**src/rtl/transport_tx_framer.sv**
```systemverilog
// transport_tx_framer: buffers one payload burst and sends it as SYNC, addr, payload, check over valid/ready.
// Define TX_FRAMER_CRC8_EN to make the check byte CRC-8/0x07 instead of the inverted byte sum.
module transport_tx_framer #(
    parameter int         PAYLOAD_BYTES = 16,
    parameter logic [7:0] SYNC_BYTE     = 8'hA5
) (
    input  logic       clk,
    input  logic       reset,
    input  logic [7:0] phone_num,
    input  logic       sending,
    input  logic [7:0] packet_in,
    output logic       busy_out,
    output logic [7:0] tx_data,
    output logic       tx_valid,
    input  logic       tx_ready,
    output logic       frame_done,
    output logic       short_err,
    output logic       overrun
);
    localparam int CW = $clog2(PAYLOAD_BYTES) + 1;
    localparam int IW = $clog2(PAYLOAD_BYTES);
    localparam logic [CW-1:0] FULL = CW'(PAYLOAD_BYTES);
    localparam logic [CW-1:0] LAST = CW'(PAYLOAD_BYTES - 1);

    typedef enum logic [2:0] {IDLE, LOAD, SYNC, ADDR, PAYLOAD, CHECK, DONE} state_t;

    function automatic logic [7:0] chk_upd(input logic [7:0] c, input logic [7:0] b);
`ifdef TX_FRAMER_CRC8_EN
        logic [7:0] x;
        x = c ^ b;
        for (int i = 0; i < 8; i++) x = x[7] ? {x[6:0], 1'b0} ^ 8'h07 : {x[6:0], 1'b0};
        return x;
`else
        return c + b;
`endif
    endfunction

    state_t        state_q, state_d;
    logic [CW-1:0] cnt_q, cnt_d;
    logic [7:0]    addr_q, addr_d;
    logic [7:0]    chk_q, chk_d;
    logic [7:0]    pay_q [PAYLOAD_BYTES];
    logic [IW-1:0] wr_idx;
    logic          buf_we;
    logic          sending_q;
    logic          overrun_q, overrun_d;
    logic          short_err_q, short_err_d;
    logic [7:0]    tx_data_q, tx_data_d;
    logic          tx_valid_q, tx_valid_d;
    logic          busy_q, busy_d;
    logic          frame_done_q, frame_done_d;
    logic [7:0]    chk_out;
    logic          rise, acc;

`ifdef TX_FRAMER_CRC8_EN
    assign chk_out = chk_q;
`else
    assign chk_out = ~chk_q;
`endif

    assign rise = sending & ~sending_q;
    assign acc  = tx_valid_q & tx_ready;

    always_ff @(posedge clk) begin
        if (reset) begin
            state_q      <= IDLE;
            cnt_q        <= '0;
            addr_q       <= '0;
            chk_q        <= '0;
            sending_q    <= 1'b0;
            overrun_q    <= 1'b0;
            short_err_q  <= 1'b0;
            tx_data_q    <= '0;
            tx_valid_q   <= 1'b0;
            busy_q       <= 1'b0;
            frame_done_q <= 1'b0;
        end else begin
            state_q      <= state_d;
            cnt_q        <= cnt_d;
            addr_q       <= addr_d;
            chk_q        <= chk_d;
            sending_q    <= sending;
            overrun_q    <= overrun_d;
            short_err_q  <= short_err_d;
            tx_data_q    <= tx_data_d;
            tx_valid_q   <= tx_valid_d;
            busy_q       <= busy_d;
            frame_done_q <= frame_done_d;
        end
    end

    // Payload storage carries no reset: a discarded frame is simply overwritten.
    always_ff @(posedge clk) begin
        if (buf_we) pay_q[wr_idx] <= packet_in;
    end

    always_comb begin
        state_d     = state_q;
        cnt_d       = cnt_q;
        addr_d      = addr_q;
        chk_d       = chk_q;
        buf_we      = 1'b0;
        wr_idx      = cnt_q[IW-1:0];
        short_err_d = 1'b0;
        overrun_d   = overrun_q | (rise & (state_q != IDLE));
        case (state_q)
            IDLE: if (rise) begin
                state_d = LOAD;
                addr_d  = phone_num;
                chk_d   = chk_upd(chk_upd(8'h00, phone_num), packet_in);
                buf_we  = 1'b1;
                wr_idx  = '0;
                cnt_d   = CW'(1);
            end
            // Full buffer wins over a falling strobe; extra bytes of the same burst are dropped.
            LOAD: if (cnt_q == FULL) begin
                state_d = SYNC;
                cnt_d   = '0;
            end else if (!sending) begin
                state_d     = IDLE;
                cnt_d       = '0;
                short_err_d = 1'b1;
            end else begin
                buf_we = 1'b1;
                cnt_d  = cnt_q + CW'(1);
                chk_d  = chk_upd(chk_q, packet_in);
            end
            SYNC: if (acc) state_d = ADDR;
            ADDR: if (acc) state_d = PAYLOAD;
            PAYLOAD: if (acc) begin
                cnt_d   = cnt_q + CW'(1);
                state_d = (cnt_q == LAST) ? CHECK : PAYLOAD;
            end
            CHECK: if (acc) begin
                state_d = DONE;
                cnt_d   = '0;
            end
            default: state_d = IDLE;
        endcase
    end

    always_comb begin
        busy_d       = state_d != IDLE;
        tx_valid_d   = state_d inside {SYNC, ADDR, PAYLOAD, CHECK};
        frame_done_d = state_d == DONE;
        tx_data_d    = state_d == SYNC    ? SYNC_BYTE :
                       state_d == ADDR    ? addr_d :
                       state_d == PAYLOAD ? pay_q[cnt_d[IW-1:0]] :
                       state_d == CHECK   ? chk_out : 8'h00;
    end

    assign busy_out   = busy_q;
    assign tx_data    = tx_data_q;
    assign tx_valid   = tx_valid_q;
    assign frame_done = frame_done_q;
    assign short_err  = short_err_q;
    assign overrun    = overrun_q;
endmodule

```
**config.mk**
```make
export PLATFORM = sky130hd
export DESIGN_NAME = transport_tx_framer
export DESIGN_NICKNAME = d
export VERILOG_FILES = /design/src/rtl/transport_tx_framer.sv
export SDC_FILE = /design/constraint.sdc
export NUM_CORES = 1
export LEC_CHECK = 0
export ABC_AREA = 1
export CORE_MARGIN = 1
export CORE_UTILIZATION = 25
export CTS_CLUSTER_DIAMETER = 30
export CTS_CLUSTER_SIZE = 16
export DETAILED_ROUTE_END_ITERATION = 8
export DONT_BUFFER_PORTS = 1
export RECOVER_POWER = 25
export REMOVE_ABC_BUFFERS = 1
export SLEW_MARGIN = 30
export SYNTH_ARGS = -nofsm -noshare
export SYNTH_HDL_FRONTEND = slang
export SYNTH_SLANG_ARGS = --single-unit
```
**constraint.sdc**
```tcl
create_clock -name clk -period 3.3 [get_ports clk]
set_clock_uncertainty 0.15 [all_clocks]
set_input_delay 0.495 -clock clk [delete_from_list [all_inputs] [get_ports clk]]
set_output_delay 0.495 -clock clk [all_outputs]
set_load 0.05 [all_outputs]
```
# --- After elaboration in Yosys (flattened, before gate mapping) ---
# Memories as Yosys holds them, arrays and structs flattened.
# Cells that the tools add are included.
# W data, S select, Z words.
op_classes:
  add_sub_neg: 3
  eq_ne: 17
  muxes: 34
  n_bitwise: 7
  n_reduce_logical: 10
op_table:
  columns: ["cell", "n"]
  rows:
  - ["$mux W8", 9]
  - ["$mux W5", 5]
  - ["$mux W3", 7]
  - ["$pmux W5 S4", 1]
  - ["$pmux W3 S6", 1]
  - ["$add A8 B8 Y8", 2]
  - ["$pmux W8 S2", 1]
  - ["$eq A3 B3 Y1 const B", 5]
  - ["$eq A3 B2 Y1 const B", 4]
  - ["$ne A2 B2 Y1 const B", 5]
  - ["$mux W4", 2]
  - ["$not A8 Y8", 1]
  - ["$reduce_and A4 Y1", 2]
  - ["$reduce_bool A4 Y1", 2]
  - ["$mux W1", 7]
  - ["$reduce_bool A3 Y1", 2]
  - ["$add A5 B1 Y5 const B", 1]
  - ["$eq A5 B4 Y1 const B", 1]
  - ["$eq A5 B5 Y1 const B", 1]
  - ["$and A1 B1 Y1", 3]
  - ["$eq A3 B1 Y1 const B", 1]
  - ["$logic_not A3 Y1", 1]
  - ["$reduce_or A3 Y1", 1]
  - ["$not A1 Y1", 2]
  - ["4 further kinds", 4]
totals:
  regBits: 38
  mem_bits_rw: 128
  input_bits: 20
  output_inout_bits: 13
  word_cells: 85
  mem_count: 1
memory_table:
  columns: ["name", "words", "word_bits", "read_ports", "rd_ports_with_merged_regs", "wr", "line", "rtl"]
  rows:
  - ["pay_q", 16, 8, 1, 0, 1, "42", "logic [7:0] pay_q [PAYLOAD_BYTES];"]

# --- Logic depth before layout (Yosys ltp) ---
# Gate-level depths: netlist of run 1.
depth:
  depth_word: 9
  depth_mapped: 18

# --- Worst setup path before layout of run 1 ---
# Ideal clock, no wire load.
synth_timing:
  kind: "register to register"
  startpoint: "reg state_q[1]"
  endpoint: "reg chk_q[7]"
  setup_time_ns: 0.114
  arrival_time_ns: 2.305
  setup_slack_ns: 0.731
  path_stages_with_launch: 17
  path_buffers: 1
  synth_period_minus_slack_ns: 2.569
  path_cell_list: "dfxtp_1 > inv_2 > nand2_4 > nor2_8 > clkbuf_1 > o21ai_0 > ha_1 > nand3_1 > nand2_1 > a21oi_1 > o21ai_0 > nand2_1 > nand2_1 > a21oi_1 > xor2_1 > o21bai_1 > inv_1"
synth_via:
  elab_chain_cells: 3
  elab_cells_between_ends: 8
  classes_between: "eq/ne: 4; mux: 1; reduce/logical: 3"
synth_rtl:
  columns: ["item", "line", "rtl"]
  rows:
  - ["start: declaration", "38", "state_t state_q, state_d;"]
  - ["start signal: assignment", "78", "state_q <= state_d;"]
  - ["$eq A3 B1 Y1 or $logic_not A3 Y1 (tied branches)", "106", "case (state_q)"]
  - ["$ne A2 B2 Y1 (no source line) or $reduce_bool A2 Y1 (tied branches)", null, null]
  - ["$reduce_and A4 Y1 (no source line)", null, null]
  - ["end signal: assignment", "81", "chk_q <= chk_d;"]
  - ["end: declaration", "41", "logic [7:0] chk_q, chk_d;"]
# Parallel ways exist; a longest one is shown, timed or not.
# A chain may end at the register's enable or synchronous reset.

# --- Worst setup path after layout of run 1 ---
layout_timing:
  startpoint: "reg cnt_q[0]"
  endpoint: "reg tx_data_q[4] (netlist: tx_data[4])"
layout_via:
  elab_chain_cells: 8
  elab_cells_between_ends: 22
  classes_between: "add/sub: 1; eq/ne: 6; mux: 13; reduce/logical: 1; memory: 1"
layout_rtl:
  columns: ["item", "line", "rtl"]
  rows:
  - ["start: declaration", "39", "logic [CW-1:0] cnt_q, cnt_d;"]
  - ["start signal: assignment", "79", "cnt_q <= cnt_d;"]
  - ["parallel branches: the longest is 8 deep, another holds $mem_v2 Z16 W8", null, null]
  - ["end signal: assignment", "85", "tx_data_q <= tx_data_d;"]
  - ["end: declaration", "48", "logic [7:0] tx_data_q, tx_data_d;"]
# Several ways; the timed one is not identified. The select of a mux whose other input is x is not followed.

==> flow_summary_export.csv, run 1 <==
group,metric,value,unit
global_route,grt_max_degree,34,
setup_path,cp-end-kind,"flip-flop",
synthesis,yosys_warnings,0,
timing,maxSlewHeadroom,36.78,%
floorplanning,die_w,179.3,µm
synthesis,synth-edff-count,128,
cts,clk_pin_slew_worst_paths,0.06,ns
placement,port_buffers,0,
cts,cts_tree,"done",
pwr,design_power_total,0.004677,W
floorplanning,start_util,25.55,%
floorplanning,ios,33,
timing,setup_viol,0,
setup_path,crit_type,"flip-flop to flip-flop",
cts,root_buffer,"clkbuf_16",
timing,rsz0062_at_grt,"false",
placement,gp_congestion,0.8263,
setup_path,crit_top_cell,"nand3_1",
pwr,power_density,520.2,mW/mm²
setup_path,r2r-start,"cnt_q[0]",
setup_path,required,3.48,ns
finish,drive_above_1_share,10.12,%
timing,worst_slack,0.3420,ns
routing,drt_iter0_drc,592,
routing,first_pass_iters,8,
run,cap_violations,0,
cts,clock_latency,0.42,ns
placement,dpl_worst_slack,0.2492,ns
finish,area_growth,14.44,%
finish,stdcell_count,1247,
routing,drc,4,
setup_path,critical_path.max_fanout,32,
timing,worst_slew_pin_slew,0.9452,ns
floorplanning,placement_rows,64,
synthesis,syn-instance-count,818,
global_route,grt_pass1_vias,5436,
floorplanning,die_y,179.3,µm
min_path,min_to,"pay_q[0][1]",
setup_path,reg2reg_to,"tx_data[4]",
global_route,grt_overflow_total,0,
outcome,violations,"DRC",
min_path,hp-class,"input port to flip-flop",
synthesis,ys.flop_type,"edfxtp_1",
cts,numCtsBuffers,17,
finish,n_fill_cell,3215,
pwr,peakVddDrop,376.8,µV
setup_path,slowest_stage,"dfxtp_1",
placement,hpwl,13.01,mm
routing,antenna_left,0,
setup_path,crit_chain,"inv_1, ha_1, nand3_1, nand3_4, nand2_2, nand2_2, nand2_4, buf_4, nand3_1, nand3_1, nand2_1, nand2_1, nand3_1, a21oi_1",
placement,placedCellCount,1206,
global_route,antenna_found_initial,0,
pwr,p_leak,3.520,nW
setup_path,arrival,3.14,ns
synthesis,post_synth.cell_area_avg,9.604,µm²
cts,clock-sinks,166,
floorplanning,coreArea,0.03075,mm²
setup_path,slowest_delay,0.48,ns
cts,clk_path_buf_depth,2,
synthesis,async_flop_share,0,%
global_route,grt_use_total,12.90,%
global_route,grt_first_pass_wirelength,31.07,mm
routing,wl,20.41,mm
timing,period_share,89.64,%
cts,post-cts-setup-buffers,0,
min_path,holdCritStartpoint,"packet_in[1]",
synthesis,ys_types,44,
timing,fin_crit,2.958,ns
routing,routedWlPerCell,16.37,µm
finish,layout_commonest_cell,"nand2_1",
timing,drv_slew,0,
timing,hold_violations,0,
timing,holdWs,0.02080,ns
min_path,worst_hold_path.num_cells,0,
routing,vias,5675,
synthesis,ys_seq_area_share,58.61,%
timing,timing.fmax,338.1,MHz
outcome,outcome,"finished, violations left",
finish,final_cell_mix,"187 x nand2_1, 128 x edfxtp_1, 125 x nand3_1",
routing,vias_per_cell,4.551,
synthesis,synth_seq_cells,166,
finish,fin_nets,869,
placement,placed_cell_area,0.008346,mm²
floorplanning,dieArea,0.03214,mm²
setup_path,start_kind,"flip-flop",
finish,stdcell_area,0.008991,mm²
cts,htreeDepth,4,
setup_path,r2r_slack,0.34,ns
synthesis,synth.cell_area,0.007856,mm²
setup_path,worst_r2r_path_depth,14,
-- what timing repair did --
item / 4_1_cts / 5_1_grt
setup endpoints to repair: 0 / 1
hold buffers: 1 / 7
gates resized for setup: 0 / 2
endpoints found under the hold margin: 22 / 31
-- sequential cells by signal (all words and copies together) (netlist names), 3 cells and up --
register and flops:
chk_q 8, cnt_q 5, tx_data 8, state_q 3, pay_q 128, addr_q 8
-- cell type report --
cell class | count | area [µm²] | share of cell area, %
clock inverter | 9 | 102.6 | 1.141
antenna | 1 | 2.502 | 0.02783
multi-input combinational | 513 | 2625 | 29.20
tap | 396 | 495.5 | 5.511
timing repair buffer | 35 | 307.8 | 3.423
clock buffer | 23 | 457.9 | 5.093
sequential | 166 | 4604 | 51.21
inverter | 104 | 395.4 | 4.397
-- synthesized netlist by cell type (2+ instances only) --
cell type / instances / area (µm²)
nand2_1: 189 / 709.4
edfxtp_1: 128 / 3844
nand3_1: 125 / 625.6
inv_1: 93 / 349.1
nor2_1: 46 / 172.7
dfxtp_1: 38 / 760.7
nand3b_1: 34 / 255.2
a21oi_1: 28 / 140.1
o21ai_0: 22 / 110.1
clkbuf_1: 11 / 41.29
ha_1: 11 / 137.6
nor3_1: 10 / 50.05
buf_4: 9 / 67.56
buf_6: 9 / 101.4
inv_2: 9 / 33.78
nand2_2: 6 / 37.54
o21ai_1: 6 / 30.03
buf_2: 5 / 25.02
xor2_1: 4 / 35.03
a21boi_1: 3 / 22.52
o21a_1: 3 / 22.52
nand2_4: 2 / 22.52
nand3_2: 2 / 20.02
nand4_1: 2 / 12.51
nor2_2: 2 / 12.51
nor2_4: 2 / 22.52
xnor2_1: 2 / 17.52
-- per-stage QoR --
step / util [%] / setup TNS, ns
2_1_floorplan: - / -6.748
3_3_place_gp: 27.14 / 0
3_5_place_dp: 27.14 / 0
4_1_cts: 29.00 / 0
5_1_grt: 29.23 / 0
6_report: 29.24 / 0
-- power breakdown --
group          total [W]  switching (W)  internal [W]
registers        0.00231      0.0000235       0.00228
logic           0.000463       0.000304      0.000159
clock network    0.00191       0.000778       0.00113
total            0.00468        0.00111       0.00357
-- worst max-delay path, delay by kind of cell (launching register included) --
kind	cells	cell delay, ns
and+or+nand+nor	10	1.18
buffers and inverters	2	0.54
DFF	1	0.48
adders and majority gates	1	0.24
AOI/OAI and AO/OA	1	0.26
-- kinds of logic (layout without fill, tap and decap cells) --
group | after synthesis | after routing | share of synthesized area [%]
buffers and inverters | 139 | 171 | 8.042
flip-flops | 166 | 166 | 58.61
AND/OR/NAND/NOR | 424 | 424 | 25.51
XOR/XNOR | 6 | 6 | 0.6689
AO/OA/AOI/OAI | 70 | 70 | 5.033
adder cells (fa/ha/maj) | 12 | 12 | 2.007
multiplexers | 1 | 1 | 0.1274
other | 0 | 1 | 0
-- routing by layer --
layer / vias up / part of all wire [%] / global-route usage [%] / wire [µm]
met5: - / 0 / 0 / 0
met4: 0 / 2.0 / 4.552 / 418
met3: 24 / 4.6 / 2.651 / 941
met2: 181 / 47 / 20.71 / 9574
met1: 2695 / 46 / 17.10 / 9474
li1: 2775 / - / - / -
-- how the worst max path moves through the flow --
stage / startpoint / to / slack (ns) / cells after the start
floorplan: tx_valid / tx_data[7] / -0.84 / 16
global placement: cnt_q[0] / tx_data[4] / 0.34 / 15
detailed placement: cnt_q[0] / tx_data[4] / 0.25 / 15
CTS: cnt_q[0] / tx_data[4] / 0.22 / 15
global route: cnt_q[0] / tx_data[4] / 0.16 / 14
finish: cnt_q[0] / tx_data[4] / 0.34 / 14
Note: power is estimated with default switching activity, not from simulation.
==> inputs of run 2 (changes only) <==
CTS_BUF_LIST = sky130_fd_sc_hd__clkbuf_2 sky130_fd_sc_hd__clkbuf_4 sky130_fd_sc_hd__clkbuf_8   (was unset)
==> flow_summary_export.csv, run 2 (same netlist as run 1, synthesis figures left out) <==
group,metric,value,unit
pwr,peakVddDrop,259.9,µV
cts,numCtsBuffers,17,
global_route,grt_use_total,13.36,%
global_route,grt_first_pass_wirelength,31.82,mm
outcome,outcome,"finished, violations left",
pwr,comb_power_share,11.4,%
timing,hold_violations,0,
pwr,sequentialPowerShare,54.5,%
cts,clock-sinks,166,
timing,fin_crit,2.972,ns
floorplanning,ios,33,
cts,clk_pin_slew_worst_paths,0.09,ns
timing,period_share,90.06,%
placement,gp_congestion,0.8263,
cts,root_buffer,"clkbuf_8",
pwr,p_leak,3.454,nW
timing,maxSlewHeadroom,38.81,%
cts,cts_tree,"done",
cts,htreeDepth,4,
floorplanning,coreArea,0.03075,mm²
finish,drive_above_1_share,10.69,%
placement,hpwl,13.01,mm
setup_path,cp-end-kind,"flip-flop",
pwr,sw_frac_of_total,25.08,%
routing,drc,4,
placement,port_buffers,0,
floorplanning,start_util,25.55,%
outcome,violations,"DRC",
routing,vias,5625,
floorplanning,die_y,179.3,µm
setup_path,arrival,3.19,ns
setup_path,critical_path.max_fanout,32,
timing,setup_viol,0,
min_path,hp-class,"input port to flip-flop",
routing,routedWlPerCell,16.57,µm
timing,worst_slew_pin_slew,0.9149,ns
global_route,grt_pass1_vias,5456,
global_route,grt_max_degree,34,
routing,drt_iter0_drc,557,
finish,final_cell_mix,"187 x nand2_1, 128 x edfxtp_1, 125 x nand3_1",
timing,fin_setup_tns,0,ns
cts,clk_path_buf_depth,2,
finish,fin_nets,870,
setup_path,path_delay_family,"simple AND/OR/NAND/NOR gates",
pwr,p_int,0.003168,W
finish,layout_commonest_cell,"nand2_1",
routing,antenna_left,0,
floorplanning,die_w,179.3,µm
setup_path,start_kind,"flip-flop",
setup_path,required,3.52,ns
setup_path,crit_buf_inv,2,
cts,clock_latency,0.46,ns
floorplanning,dieArea,0.03214,mm²
timing,holdWs,0.02883,ns
floorplanning,placement_rows,64,
finish,max_flop_register,"pay_q",
routing,vias_per_cell,4.507,
routing,first_pass_iters,7,
finish,area_growth,12.37,%
pwr,p_clk_share,34.1,%
global_route,grt_overflow_total,0,
routing,wl,20.68,mm
finish,largest_register_ffs,128,
setup_path,crit_chain,"inv_1, ha_1, nand3_1, nand3_4, nand2_2, nand2_2, nand2_4, buf_4, nand3_1, nand3_1, nand2_1, nand2_1, nand3_1, a21oi_1",
pwr,design_power_total,0.004229,W
run,cap_violations,0,
pwr,power_density,479.0,mW/mm²
global_route,antenna_found_initial,2,
timing,timing.fmax,336.5,MHz
setup_path,slowest_delay,0.48,ns
setup_path,crit_type,"flip-flop to flip-flop",
setup_path,crit_top_cell,"nand3_1",
pwr,switchingPower,0.001061,W
timing,rsz0062_at_grt,"false",
setup_path,slowest_stage,"dfxtp_1",
timing,drv_slew,0,
## run 2: power by group through the flow
stage | combinational (W) | clock, W | sequential (W)
finish | 0.000481 | 0.00144 | 0.00230
global route | 0.000544 | 0.00155 | 0.00231
detailed placement | 0.000441 | 0 | 0.00235
floorplan | 0.000316 | 0 | 0.00235
global placement | 0.000437 | 0 | 0.00235
CTS | 0.000482 | 0.00147 | 0.00230
## run 2: layer usage
| metal | part of all wire [%] | vias to the layer above | GRT usage [%] |
|---|---|---|---|
| met5 | 0 | - | 0 |
| met4 | 2.4 | 0 | 4.937 |
| met3 | 5.6 | 29 | 2.735 |
| met2 | 47 | 177 | 21.47 |
| met1 | 45 | 2645 | 17.59 |
| li1 | - | 2774 | - |
## run 2: area by class of cell
type                    count  area, µm²
fillers                  3235      21920
flip-flops and latches    166       4604
multi-input cells         513       2625
well taps                 396      495.5
inverters                 104      395.4
repair buffers             36      317.8
clock buffers              23      285.3
clock inverters             9      102.6
diodes                      1      2.502
## run 2: final timing paths
kind | start | depth (start not counted) | end | slack (ns)
setup / recovery | cnt_q[0] | 14 | tx_data[4] | 0.33
setup reg to reg | cnt_q[0] | 14 | tx_data[4] | 0.33
hold reg to reg | chk_q[0] | 2 | chk_q[0] | 0.33
hold / removal | sending | 2 | sending_q | 0.03
## run 2: stage by stage
step,cell area [µm²],instances,setup slack (ns),utilization [%]
finish,8828,1248,0.3280,28.71
global route,8826,1247,0.1635,28.70
CTS,8823,1247,0.2183,28.69
detailed placement,8346,1206,0.2492,27.14
global placement,8346,1206,0.3369,27.14
floorplan,7617,783,-0.8385,-
## run 2: repair_timing
item,in CTS,in global routing
gates resized for setup,0,2
setup buffers,0,0
setup endpoints to repair,0,1
hold buffers,9,0
hold endpoints to repair,150,0
